**config.mk**
```make
export PLATFORM = sky130hd
export DESIGN_NAME = obstacle_gen
export DESIGN_NICKNAME = d
export VERILOG_FILES = /design/src/rtl/dino_pkg.sv /design/src/rtl/lfsr16.sv /design/src/rtl/obstacle_gen.sv
export SDC_FILE = /design/constraint.sdc
export NUM_CORES = 1
export LEC_CHECK = 0
export ABC_AREA = 1
export BUFFER_PORTS_ARGS = -buffer_cell sky130_fd_sc_hd__buf_2
export CORE_ASPECT_RATIO = 0.8
export CORE_UTILIZATION = 52
export DETAILED_ROUTE_END_ITERATION = 8
export PLACE_DENSITY = 0.86
export SYNTH_ARGS = -nofsm -noshare
export SYNTH_HDL_FRONTEND = slang
export SYNTH_SLANG_ARGS = --single-unit
```
**constraint.sdc**
```tcl
create_clock -name Clock -period 1.6 [get_ports Clock]
set_input_delay 0.08 -clock Clock [delete_from_list [all_inputs] [get_ports Clock]]
set_output_delay 0.08 -clock Clock [all_outputs]
set_load 0.005 [all_outputs]
```
**src/rtl/dino_pkg.sv**
```systemverilog
// Shared constants and types for the dino runner playfield.
// Geometry, obstacle type heights and the LFSR seed live here.
package dino_pkg;

  localparam int SCREEN_W = 160;
  localparam int DINO_X   = 20;
  localparam int DINO_W   = 8;
  localparam int OBS_W    = 4;
  localparam int NSLOT    = 4;

  localparam logic [15:0] LFSR_SEED = 16'hACE1;

  localparam logic [7:0] SPAWN_X = 8'(SCREEN_W - 1);
  localparam logic [7:0] HIT_LO  = 8'(DINO_X - OBS_W + 1);
  localparam logic [7:0] HIT_HI  = 8'(DINO_X + DINO_W - 1);

  typedef logic [1:0] obs_type_t;

  typedef struct packed {
    logic      valid;
    logic [7:0] x;
    obs_type_t ty;
  } slot_t;

  localparam logic [3:0][7:0] TYPE_H = {8'd10, 8'd8, 8'd6, 8'd4};

  function automatic logic [15:0] type_height(obs_type_t t);
    return {8'd0, TYPE_H[t]};
  endfunction

endpackage

```
**src/rtl/lfsr16.sv**
```systemverilog
// Free-running 16-bit Fibonacci LFSR, taps 16,14,13,11.
// Only the hard reset reseeds it; it runs every clock.
module lfsr16
  import dino_pkg::*;
(
  input  logic        Clock,
  input  logic        reset,
  output logic [15:0] q
);

  logic [15:0] q_q;
  logic [15:0] q_d;

  always_comb begin
    q_d = {q_q[14:0], q_q[15] ^ q_q[13] ^ q_q[12] ^ q_q[10]};
  end

  always_ff @(posedge Clock) begin
    if (!reset) q_q <= LFSR_SEED;
    else        q_q <= q_d;
  end

  assign q = q_q;

endmodule

```
**src/rtl/obstacle_gen.sv**
```systemverilog
// Obstacle playfield: four scrolling slots, spawn pacing,
// and a sticky collision flag against the dino box.
module obstacle_gen
  import dino_pkg::*;
#(
  parameter int CLOCK_FREQUENCY = 25000000,
  parameter int STEP_DIV        = CLOCK_FREQUENCY / 60,
  parameter int MIN_GAP         = 24
) (
  input  logic        Clock,
  input  logic        reset,
  input  logic        reset_game,
  input  logic        ld_game,
  input  logic        ld_pause,
  input  logic        create_obs,
  input  logic [15:0] height,
  output logic        gen,
  output logic        lose,
  output logic        step,
  output logic [3:0]  obsValid,
  output logic [31:0] obsX,
  output logic [7:0]  obsType
);

  localparam int TW = (STEP_DIV > 1) ? $clog2(STEP_DIV) : 1;
  localparam int GW = $clog2(MIN_GAP + 1);
  localparam logic [TW-1:0] T_LAST = TW'(STEP_DIV - 1);
  localparam logic [GW-1:0] G_MAX  = GW'(MIN_GAP);

  slot_t [NSLOT-1:0] slot_q, slot_d;
  logic [TW-1:0]     tmr_q, tmr_d;
  logic [GW-1:0]     gap_q, gap_d;
  logic              lose_q, lose_d;
  logic [15:0]       lfsr_q;
  logic              unused_lfsr;

  logic       running;
  logic       step_w;
  logic       any_free;
  logic       gen_w;
  logic       spawn;
  logic       hit;
  logic [1:0] free_idx;

  lfsr16 u_lfsr (
    .Clock (Clock),
    .reset (reset),
    .q     (lfsr_q)
  );

  assign unused_lfsr = ^lfsr_q[15:2];

  always_comb begin
    running  = ld_game & ~ld_pause;
    step_w   = running & (tmr_q == T_LAST);
    any_free = 1'b0;
    free_idx = 2'd0;
    hit      = 1'b0;
    // Descending scan leaves the lowest free index selected.
    for (int i = NSLOT - 1; i >= 0; i--) begin
      if (!slot_q[i].valid) begin
        any_free = 1'b1;
        free_idx = 2'(i);
      end
    end
    for (int i = 0; i < NSLOT; i++) begin
      if (slot_q[i].valid &&
          slot_q[i].x >= HIT_LO &&
          slot_q[i].x <= HIT_HI &&
          height < type_height(slot_q[i].ty))
        hit = 1'b1;
    end
    gen_w = running & any_free & (gap_q == G_MAX);
    spawn = create_obs & gen_w;
  end

  always_comb begin
    slot_d = slot_q;
    tmr_d  = tmr_q;
    gap_d  = gap_q;
    lose_d = lose_q | (running & hit);
    if (running) tmr_d = step_w ? '0 : tmr_q + 1'b1;
    if (step_w) begin
      if (gap_q != G_MAX) gap_d = gap_q + 1'b1;
      for (int i = 0; i < NSLOT; i++) begin
        if (slot_q[i].valid) begin
          if (slot_q[i].x == 8'd0) slot_d[i].valid = 1'b0;
          else slot_d[i].x = slot_q[i].x - 8'd1;
        end
      end
    end
    if (spawn) begin
      slot_d[free_idx].valid = 1'b1;
      slot_d[free_idx].x     = SPAWN_X;
      slot_d[free_idx].ty    = lfsr_q[1:0];
      gap_d                  = '0;
    end
    if (reset_game) begin
      slot_d = '0;
      tmr_d  = '0;
      gap_d  = G_MAX;
      lose_d = 1'b0;
    end
  end

  always_ff @(posedge Clock) begin
    if (!reset) begin
      slot_q <= '0;
      tmr_q  <= '0;
      gap_q  <= G_MAX;
      lose_q <= 1'b0;
    end else begin
      slot_q <= slot_d;
      tmr_q  <= tmr_d;
      gap_q  <= gap_d;
      lose_q <= lose_d;
    end
  end

  always_comb begin
    for (int i = 0; i < NSLOT; i++) begin
      obsValid[i]      = slot_q[i].valid;
      obsX[8*i +: 8]   = slot_q[i].x;
      obsType[2*i +: 2] = slot_q[i].ty;
    end
  end

  assign gen  = gen_w;
  assign step = step_w;
  assign lose = lose_q;

endmodule
```
==> qor.log, run 1 <==
qor: synth.syn_nets 775
qor: setup_path.reg2reg_slack -0.35 ns
qor: setup_path.timing.critical_path.buf_inv 3
qor: clocking.cts_sink_count 85
qor: final_layout.filler_cell_count 550
qor: sta.setup-violations-final 61
qor: setup_path.crit_family simple AND/OR/NAND/NOR gates
qor: pwr.vdd_drop_max 0.000684 V
qor: synth.ys_ff_latch 85
qor: detailed_routing.via_count 5,960
qor: final_layout.finish.utilization 73.6%
qor: detailed_routing.routed_via_density 5.95
qor: sta.min_period 1.95 ns
qor: status.violations design-rule violations, negative setup slack
qor: sta.max-slew-margin-rel 58.0%
qor: setup_path.critical_path.endpoint_type flop
qor: sta.final.setup.worst_slack -0.349 ns
qor: sta.fin_skew 0.0109 ns
qor: final_layout.layout.cells.most_common_list 173 x sky130_fd_sc_hd__nand2_1, 106 x sky130_fd_sc_hd__inv_1, 79 x sky130_fd_sc_hd__dfxtp_1, 72 x sky130_fd_sc_hd__nor2_1, 67 x sky130_fd_sc_hd__buf_4
qor: final_layout.final-instance-count-excl-fill 1,001
qor: pwr.p_total 0.00469 W
qor: final_layout.antennaDiodeCount 0
qor: global_routing.grt_pass1_wl 23,400 µm
qor: final_layout.nets 923
qor: floorplanning.floorplan.core_area 9040 µm²
qor: synth.asyncSetResetFlopFracSynth 0%
qor: setup_path.crit_path_start_kind flop
qor: global_routing.grt_overflow 0
qor: setup_path.critPathArrivalTime 2.23 ns
qor: sta.timing.fmax 513 MHz
qor: synth.yosysUniqueCellTypes 37
qor: synth.synth_seq_area_share 35.3%
qor: final_layout.areaGrowthSynthToFinish 38.0%
qor: clocking.path_clk_slew 0.07 ns
qor: floorplanning.rows 31
qor: placement.detailed_place_hpwl 9300 µm
qor: pwr.power_leakage 3.18 nW
qor: worst_hold_path.hold_path.class input pin to flop
qor: global_routing.grt_max_degree 34
qor: setup_path.timing.critical_path.slowest_cell_delay 0.33 ns
qor: synth.synth_flop_cell sky130_fd_sc_hd__dfxtp_1
qor: synth.syn_avg_cell_area 6.58 µm²
qor: sta.grt_setup_unrepaired true
qor: detailed_routing.wl_per_cell 17.9 µm
qor: setup_path.worstSetupPathType flop to flop
qor: clocking.cts_inserted_buffers 9
qor: floorplanning.die_area 9660 µm²
qor: clocking.h-tree-depth 3
qor: detailed_routing.drc 2
qor: synth.synth-edff-count 0
qor: floorplanning.pin_count 69
qor: setup_path.crit_path_cell_trace inv_2 -> ha_4 -> nand4_1 -> nor3_4 -> buf_4 -> nand4_1 -> buf_6 -> o21ai_2 -> nor2_1 -> nor2_1
qor: synth.yosys.area.top_type_share 35.3%
qor: synth.synth_area 4820 µm²
qor: detailed_routing.dr.first_iter.drc_count 885
qor: pwr.cellPowerDensity 705 nW/µm²
qor: sta.drv_slew 0
qor: synth.synthesis.instances 733
qor: sta.worst-slew-pin-transition 0.629 ns
qor: floorplanning.die_y 88.1 µm
qor: clocking.cts_max_path_buffers 2
qor: final_layout.commonest_non_fill_non_tap_cell_in_the_layout sky130_fd_sc_hd__nand2_1
qor: job.drv_cap 0
qor: sta.layout_worst_path_cycle_share 122%
qor: floorplanning.initial_utilization 53.3%
qor: placement.portBuffers 67
qor: global_routing.grt_usage 31.7%
qor: global_routing.grt_antenna_before_repair 0
qor: floorplanning.die-width 110 µm
qor: synth.ys_warn_count 0
qor: clocking.tritoncts done
qor: sta.aggregate_negative_setup_slack -8.71 ns
qor: sta.hold_violations 0
qor: detailed_routing.drt-total-wl 17,900 µm
qor: synth.post_synth_main_area_contributors sky130_fd_sc_hd__dfxtp_1 35%, sky130_fd_sc_hd__nand2_1 14%, sky130_fd_sc_hd__inv_1 9.0%, sky130_fd_sc_hd__nor2_1 6.8%, sky130_fd_sc_hd__nand3_1 6.4%
qor: clocking.root_buffer sky130_fd_sc_hd__clkbuf_16
qor: clocking.insertion_delay 0.36 ns
qor: setup_path.critical_path.max_fanout 6
qor: global_routing.first_global_vias 4,960
qor: detailed_routing.dr.pass1.iters 9
qor: synth.synth.largest_area_cell sky130_fd_sc_hd__dfxtp_1
qor: placement.dp.cells 959
qor: final_layout.drive_above_1_share 31.0%
qor: detailed_routing.detail-route-antenna-nets 0
qor: setup_path.worst_ep_required_time 1.89 ns
qor: placement.gpl.final_weighted_congestion 0.943
qor: status.run_status complete, but fails checks
qor: setup_path.cpMaxStageDelayCell sky130_fd_sc_hd__dfxtp_2
routing by layer:
metal	vias to the layer above	global-route usage [%]	part of all wire, %
met3	173	8.78	12
met2	505	49.2	44
met1	2650	39.0	36
met4	0	19.9	8.3
met5	-	0	0
li1	2632	-	-
power breakdown:
part           leakage (nW)  internal [W]  switching [W]  total, W
clock                 0.146       0.00122       0.000960   0.00218
combinational          2.34      0.000128       0.000198  0.000326
sequential            0.693       0.00215      0.0000305   0.00218
total                  3.18       0.00350        0.00119   0.00469
Yosys cell counts (3+ instances only):
cell type,number
sky130_fd_sc_hd__nand2_1,185
sky130_fd_sc_hd__inv_1,115
sky130_fd_sc_hd__nor2_1,87
sky130_fd_sc_hd__dfxtp_1,85
sky130_fd_sc_hd__nand3_1,62
sky130_fd_sc_hd__a21oi_1,36
sky130_fd_sc_hd__o21ai_0,27
sky130_fd_sc_hd__nand4_1,23
sky130_fd_sc_hd__ha_1,20
sky130_fd_sc_hd__xor2_1,13
sky130_fd_sc_hd__nor3_1,11
sky130_fd_sc_hd__buf_2,10
sky130_fd_sc_hd__or2_2,8
sky130_fd_sc_hd__a31oi_1,4
sky130_fd_sc_hd__nor2_2,4
sky130_fd_sc_hd__o211ai_1,4
sky130_fd_sc_hd__a211oi_1,3
sky130_fd_sc_hd__clkbuf_1,3
sky130_fd_sc_hd__inv_2,3
sky130_fd_sc_hd__nand3_2,3
sky130_fd_sc_hd__nand3b_1,3
sky130_fd_sc_hd__xnor2_1,3
metrics by stage:
step	cell area [µm²]	setup WS, ns	hold WS (ns)
floorplan	4820	0.00889	0.255
global placement	5680	-0.0456	0.354
detailed placement	5680	-0.139	0.358
CTS	6340	-0.0839	0.0269
global route	6650	-0.454	0.0296
finish	6650	-0.349	0.0369
worst min-delay path, cell delays in order:
cell and delay (ns):
sky130_fd_sc_hd__buf_2 0.17, sky130_fd_sc_hd__nand2_1 0.07, sky130_fd_sc_hd__inv_1 0.03
cells by family (layout without fill, tap and decap cells):
family	after synthesis	after routing	share of synthesized area (%)
simple gates	398	398	36.6
buf+inv	134	287	11.0
flops	85	85	35.3
compound gates	80	80	9.03
fa+ha+maj	20	20	5.19
xor+xnor	16	16	2.91
sequential cells by signal, summed over array words and instances, names as in the netlist, named ones only:
| signal | flops |
|---|---|
| obsX | 32 |
| tmr_q | 19 |
| u_lfsr.q | 16 |
| gap_q | 5 |
| obsValid | 4 |
| lose | 1 |
path summary, 6_finish.rpt:
kind                                  start           to  cells past startpoint
worst max-delay path               gap_q[0]     obsX[12]                     10
worst min-delay path                  reset  u_lfsr.q[8]                      3
worst max register to register     gap_q[0]     obsX[12]                     10
worst min register to register  u_lfsr.q[5]  u_lfsr.q[6]                      1
area by class of cell:
class	count	area (µm²)	share of cell area, %
Multi-Input combinational cell	514	2960	44.6
Sequential cell	85	1710	25.7
Timing Repair Buffer	151	1070	16.1
Inverter	119	458	6.89
Clock buffer	9	225	3.39
Tap cell	115	144	2.16
Clock inverter	7	73.8	1.11
Timing Repair inverter	1	7.51	0.113
timing repair:
item | CTS | global route
pin swaps | 10 | 29
setup buffers | 14 | 13
resized for setup | 57 | 80
setup endpoints to repair | 42 | 68
hold buffers | 2 | 0
endpoints found under the hold margin | 1 | 0
gates cloned | 3 | 1
No activity file was read; power rests on OpenSTA's default activity.
==> run 2, diff against run 1 <==
- CORE_UTILIZATION: 52 -> 40
- PLACE_DENSITY: 0.86 -> 0.71
==> qor.log, run 2 (synthesized netlist as in run 1, its figures left out) <==
qor: global_routing.grt_antenna_before_repair 0
qor: detailed_routing.detail-route-antenna-nets 0
qor: setup_path.worst_r2r_startpoint tmr_q[0]
qor: sta.hold_violations 0
qor: clocking.postCtsHoldBufs 0
qor: sta.fin_skew 0.00662 ns
qor: worst_hold_path.hold_path_depth 4
qor: status.violations negative setup slack
qor: floorplanning.rows 35
qor: setup_path.r2r-end obsX[8]
qor: worst_hold_path.hold_start height[6]
qor: sta.max-slew-margin-rel 63.0%
qor: setup_path.timing.critical_path.slowest_cell_delay 0.38 ns
qor: setup_path.crit_path_start_kind flop
qor: detailed_routing.drt-total-wl 14,800 µm
qor: global_routing.grt_overflow 0
qor: floorplanning.die-width 125 µm
qor: global_routing.first_global_vias 4,521
qor: final_layout.nets 931
qor: clocking.h-tree-depth 3
qor: clocking.root_buffer sky130_fd_sc_hd__clkbuf_16
qor: detailed_routing.wl_per_cell 14.2 µm
qor: status.run_status complete, but fails checks
qor: placement.detailedPlace.worstSlack -0.147 ns
qor: final_layout.largest_register_ffs 32
qor: final_layout.commonest_non_fill_non_tap_cell_in_the_layout sky130_fd_sc_hd__nand2_1
qor: sta.min_period 1.75 ns
qor: setup_path.cpMaxStageDelayCell sky130_fd_sc_hd__dfxtp_4
qor: floorplanning.floorplan.core_area 11,600 µm²
qor: setup_path.worstSetupPathType flop to output pin
qor: pwr.cellPowerDensity 662 nW/µm²
qor: job.drv_cap 0
qor: detailed_routing.dr.first_iter.drc_count 423
qor: pwr.power_leakage 3.23 nW
qor: floorplanning.pin_count 69
qor: setup_path.critical_path.max_fanout 3
qor: sta.setup-violations-final 53
qor: sta.drv_slew 0
qor: floorplanning.die_y 100 µm
qor: final_layout.layout.cells.most_common_list 166 x sky130_fd_sc_hd__nand2_1, 102 x sky130_fd_sc_hd__inv_1, 77 x sky130_fd_sc_hd__dfxtp_1, 68 x sky130_fd_sc_hd__buf_4, 67 x sky130_fd_sc_hd__nor2_1
qor: floorplanning.die_area 12,500 µm²
qor: setup_path.length_in_cells_of_the_worst_reg_to_reg_path 11
qor: placement.portBuffers 67
qor: clocking.tritoncts done
qor: clocking.insertion_delay 0.35 ns
qor: worst_hold_path.worstHoldEndpoint lose
qor: setup_path.worst_ep_required_time 1.52 ns
qor: final_layout.drive_above_1_share 35.8%
qor: global_routing.grt_max_degree 19
qor: global_routing.grt_pass1_wl 21,600 µm
qor: clocking.path_clk_slew 0.07 ns
qor: detailed_routing.dr.pass1.iters 5
qor: pwr.vdd_drop_max 0.000535 V
qor: detailed_routing.via_count 5,325
qor: setup_path.critical_path.endpoint_type output pin
qor: setup_path.reg2reg_slack -0.13 ns
qor: detailed_routing.routed_via_density 5.11
qor: setup_path.critPathArrivalTime 1.67 ns
qor: clocking.cts_inserted_buffers 9
qor: sta.grt_setup_unrepaired true
qor: placement.gpl.final_weighted_congestion 0.910
qor: final_layout.final-instance-count-excl-fill 1,042
qor: detailed_routing.drc 0
qor: floorplanning.initial_utilization 41.5%
qor: placement.dp.cells 1,005
qor: clocking.cts_max_path_buffers 2
qor: clocking.cts_sink_count 85
qor: placement.detailed_place_hpwl 9720 µm
qor: global_routing.grt_usage 21.3%
qor: worst_hold_path.hold_path.class input pin to flop
qor: sta.timing.fmax 571 MHz
qor: sta.layout_worst_path_cycle_share 109%
qor: final_layout.areaGrowthSynthToFinish 43.4%
qor: sta.final.setup.worst_slack -0.151 ns
qor: final_layout.antennaDiodeCount 0
qor: setup_path.crit_path_cell_trace ha_4 -> nand4_1 -> buf_4 -> inv_4 -> nand3_4 -> nor2b_4 -> buf_6 -> buf_6
qor: sta.worst-slew-pin-transition 0.554 ns
qor: setup_path.critical_path.most_common_cell sky130_fd_sc_hd__buf_6
-- run 2: worst max path at each step --
| stage | from | to | cells after the start |
|---|---|---|---|
| after floorplan | gap_q[0] | flop | 9 |
| after global placement | tmr_q[0] | obsX[16] | 10 |
| after detailed placement | tmr_q[0] | obsX[17] | 10 |
| after CTS | tmr_q[1] | step | 9 |
| after global routing | tmr_q[1] | step | 9 |
| final | tmr_q[0] | step | 8 |
-- run 2: critical path: cells and delay by family, from the launching register on --
family / cells / cell delay (ns)
adder cells (fa/ha/maj): 1 / 0.14
flip-flops: 1 / 0.38
buffers and inverters: 4 / 0.44
AND/OR/NAND/NOR: 3 / 0.35
-- run 2: final cells by class --
cell class              instances  area (µm²)
well taps                     148         185
multi-input cells             514        3110
clock inverters                 6        52.6
inverters                     119         459
repair buffers                159        1140
repair inverters                1        11.3
clock buffers                  10         239
fillers                       996        4700
flip-flops and latches         85        1710
-- run 2: layer usage --
metal | wire, µm | track usage [%] | vias to the layer above | share of wire, %
met3 | 808 | 4.05 | 25 | 5.5
li1 | - | - | 2653 | -
met4 | 293 | 6.86 | 0 | 2.0
met2 | 7010 | 34.9 | 174 | 47
met1 | 6650 | 28.5 | 2473 | 45
met5 | 0 | 0 | - | 0
-- run 2: power breakdown --
group          total (W)  internal, W  switching [W]
clock network    0.00207      0.00112       0.000953
registers        0.00218      0.00215      0.0000273
logic           0.000321     0.000135       0.000186
-- run 2: timing repair --
item / 4_1_cts / 5_1_grt
setup buffers: 9 / 9
cloned: 0 / 4
resized for setup: 45 / 167
setup endpoints to repair: 58 / 70
pin swaps: 12 / 56
-- run 2: metrics by stage --
step                      setup TNS (ns)  utilization, %  area, µm²  total power (W)  hold WS, ns
after floorplan                        0               -       4820          0.00236        0.255
after global placement            -0.715            50.0       5800          0.00247        0.359
after detailed placement           -3.59            50.0       5800          0.00247        0.368
after CTS                         -0.262            54.3       6300          0.00454      0.00762
after global routing               -8.91            59.5       6910          0.00470       0.0226
final                              -2.86            59.5       6910          0.00457       0.0164
==> run 3, diff against run 2 <==
- ABC_AREA: 1 -> 0
- PLACE_DENSITY: 0.71 -> 0.72
==> qor.log, run 3 <==
qor: status.run_status complete, but fails checks
qor: status.violations negative setup slack
qor: setup_path.crit_family simple AND/OR/NAND/NOR gates
qor: sta.drv_slew 0
qor: clocking.cts_max_path_buffers 2
qor: global_routing.grt_max_degree 44
qor: placement.portBuffers 67
qor: clocking.path_clk_slew 0.06 ns
qor: final_layout.commonest_non_fill_non_tap_cell_in_the_layout sky130_fd_sc_hd__buf_4
qor: sta.layout_worst_path_cycle_share 121%
qor: floorplanning.floorplan.core_area 10,300 µm²
qor: floorplanning.pin_count 69
qor: clocking.cts_sink_count 85
qor: synth.synth_flop_cell sky130_fd_sc_hd__dfxtp_1
qor: final_layout.nets 744
qor: sta.hold_violations 0
qor: sta.timing.fmax 515 MHz
qor: placement.placement_stage_cell_area 5850 µm²
qor: detailed_routing.wl_per_cell 16.7 µm
qor: setup_path.critical_path.max_fanout 4
qor: synth.synth_area 4290 µm²
qor: setup_path.crit_path_start_kind flop
qor: clocking.h-tree-depth 3
qor: global_routing.grt_pass1_wl 21,800 µm
qor: sta.final.setup.worst_slack -0.342 ns
qor: setup_path.critPathArrivalTime 2.20 ns
qor: synth.post_synth_main_area_contributors sky130_fd_sc_hd__dfxtp_1 40%, sky130_fd_sc_hd__ha_1 5.8%, sky130_fd_sc_hd__xnor2_1 4.1%, sky130_fd_sc_hd__nor2_1 4.0%, sky130_fd_sc_hd__nor3_1 2.9%
qor: synth.asyncSetResetFlopFracSynth 0%
qor: final_layout.postLayoutCellArea 6930 µm²
qor: synth.ys_warn_count 0
qor: clocking.postCtsHoldBufs 0
qor: sta.fin_skew 0.00629 ns
qor: detailed_routing.dr.first_iter.drc_count 358
qor: sta.aggregate_negative_setup_slack -11.46 ns
qor: final_layout.drive_above_1_share 49.1%
qor: detailed_routing.drt-total-wl 14,100 µm
qor: pwr.p_total 0.00490 W
qor: synth.synth_most_common_cell sky130_fd_sc_hd__dfxtp_1
qor: detailed_routing.dr.pass1.iters 5
qor: synth.yosys.area.top_type_share 39.6%
qor: pwr.vdd_drop_max 0.000818 V
qor: final_layout.areaGrowthSynthToFinish 61.5%
qor: detailed_routing.via_count 4,603
qor: placement.detailed_place_hpwl 9170 µm
qor: setup_path.timing.critical_path.slowest_cell_delay 0.39 ns
qor: setup_path.cpMaxStageDelayCell sky130_fd_sc_hd__or3_1
qor: floorplanning.rows 33
qor: floorplanning.die_area 11,200 µm²
qor: setup_path.worstSetupPathType flop to flop
qor: floorplanning.die_y 94.7 µm
qor: final_layout.finish.utilization 67.2%
qor: final_layout.largest_register_ffs 32
qor: job.drv_cap 0
qor: detailed_routing.routed_via_density 5.43
qor: placement.gpl.final_weighted_congestion 0.846
qor: floorplanning.die-width 118 µm
qor: pwr.power_leakage 2.97 nW
qor: synth.synth.largest_area_cell sky130_fd_sc_hd__dfxtp_1
qor: synth.ys_ff_latch 85
qor: global_routing.grt_overflow 0
qor: detailed_routing.detail-route-antenna-nets 0
qor: synth.syn_avg_cell_area 8.76 µm²
qor: sta.worst-slew-pin-transition 0.380 ns
qor: final_layout.antennaDiodeCount 0
qor: synth.yosysUniqueCellTypes 60
qor: synth.synth_seq_area_share 39.6%
qor: pwr.cellPowerDensity 707 nW/µm²
qor: clocking.root_buffer sky130_fd_sc_hd__clkbuf_16
qor: floorplanning.initial_utilization 41.6%
qor: sta.setup-violations-final 69
qor: global_routing.first_global_vias 4,490
qor: synth.synth-edff-count 0
qor: setup_path.timing.critical_path.buf_inv 2
qor: setup_path.critical_path.endpoint_type flop
qor: setup_path.worst_ep_required_time 1.86 ns
qor: final_layout.layout.cells.most_common_list 126 x sky130_fd_sc_hd__buf_4, 70 x sky130_fd_sc_hd__dfxtp_1, 66 x sky130_fd_sc_hd__buf_2, 41 x sky130_fd_sc_hd__nor2_1, 25 x sky130_fd_sc_hd__nand2_1
qor: sta.min_period 1.94 ns
qor: synth.ys_top_cells_by_count 85 x sky130_fd_sc_hd__dfxtp_1, 46 x sky130_fd_sc_hd__nor2_1, 33 x sky130_fd_sc_hd__nand2_1
qor: sta.whs 0.0390 ns
qor: detailed_routing.drc 0
qor: global_routing.grt_usage 25.0%
qor: global_routing.grt_antenna_before_repair 1
qor: clocking.cts_inserted_buffers 9
qor: sta.max-slew-margin-rel 74.4%
qor: clocking.insertion_delay 0.34 ns
qor: clocking.tritoncts done
qor: synth.syn_nets 532
qor: worst_hold_path.hold_path.class input pin to flop
qor: synth.synthesis.instances 490
qor: setup_path.crit_path_cell_trace inv_2 -> ha_4 -> nor4b_4 -> and3_4 -> buf_12 -> nand4_1 -> or3_1 -> a211oi_2
qor: sta.grt_setup_unrepaired true
## run 3: power by group
part | leakage (nW) | switching, W | internal, W
combinational | 2.11 | 0.000168 | 0.000177
clock | 0.160 | 0.000907 | 0.00147
sequential | 0.698 | 0.0000321 | 0.00215
total | 2.97 | 0.00111 | 0.00380
## run 3: path summary, 6_finish.rpt
| kind | from | to | slack, ns | cells past startpoint |
|---|---|---|---|---|
| worst max-delay path | tmr_q[1] | obsX[13] | -0.34 | 8 |
| worst min-delay path | reset | u_lfsr.q[7] | 0.04 | 2 |
| worst max register to register | tmr_q[1] | obsX[13] | -0.34 | 8 |
| worst min register to register | u_lfsr.q[6] | u_lfsr.q[7] | 0.41 | 1 |
## run 3: cells by family after synthesis
| family | synth area share (%) |
|---|---|
| AND/OR/NAND/NOR | 28.6 |
| flip-flops | 39.6 |
| AO/OA/AOI/OAI | 12.0 |
| buffers and inverters | 5.48 |
| XOR/XNOR | 6.12 |
| adder cells (fa/ha/maj) | 5.83 |
| multiplexers | 2.39 |
## run 3: repair_timing
item / in CTS / in global routing
gates cloned: 2 / 0
pin swaps: 33 / 31
endpoints found under the setup margin: 69 / 70
resized for setup: 63 / 46
setup buffers: 17 / 9
## run 3: layout make-up
cell class                 count  area, µm²
sequential                    85       1730
timing repair buffer         218       1670
tap                          140        175
inverter                      30        125
clock inverter                 6       92.6
multi-input combinational    358       2900
fill                         736       3390
clock buffer                  10        250
## run 3: metal layers
| layer | GRT usage, % | wire length [µm] | share of wire [%] |
|---|---|---|---|
| met1 | 29.9 | 6120 | 43 |
| met4 | 9.94 | 299 | 2.1 |
| met3 | 7.31 | 934 | 6.6 |
| met2 | 42.4 | 6750 | 48 |
| met5 | 0 | 17 | 0.12 |
## run 3: worst register-to-register path, cell delays in order, from the launching register on
cell and delay, ns:
sky130_fd_sc_hd__dfxtp_2 0.33, sky130_fd_sc_hd__inv_2 0.06, sky130_fd_sc_hd__ha_4 0.11, sky130_fd_sc_hd__nor4b_4 0.19, sky130_fd_sc_hd__and3_4 0.28, sky130_fd_sc_hd__buf_12 0.13
sky130_fd_sc_hd__nand4_1 0.16, sky130_fd_sc_hd__or3_1 0.39, sky130_fd_sc_hd__a211oi_2 0.21
## run 3: through the flow
| step | instances | setup WS (ns) |
|---|---|---|
| final | 847 | -0.342 |
| after global routing | 847 | -0.447 |
| after CTS | 839 | -0.336 |
| after detailed placement | 804 | -0.295 |
| after global placement | 804 | -0.259 |
| after floorplan | 490 | -0.256 |
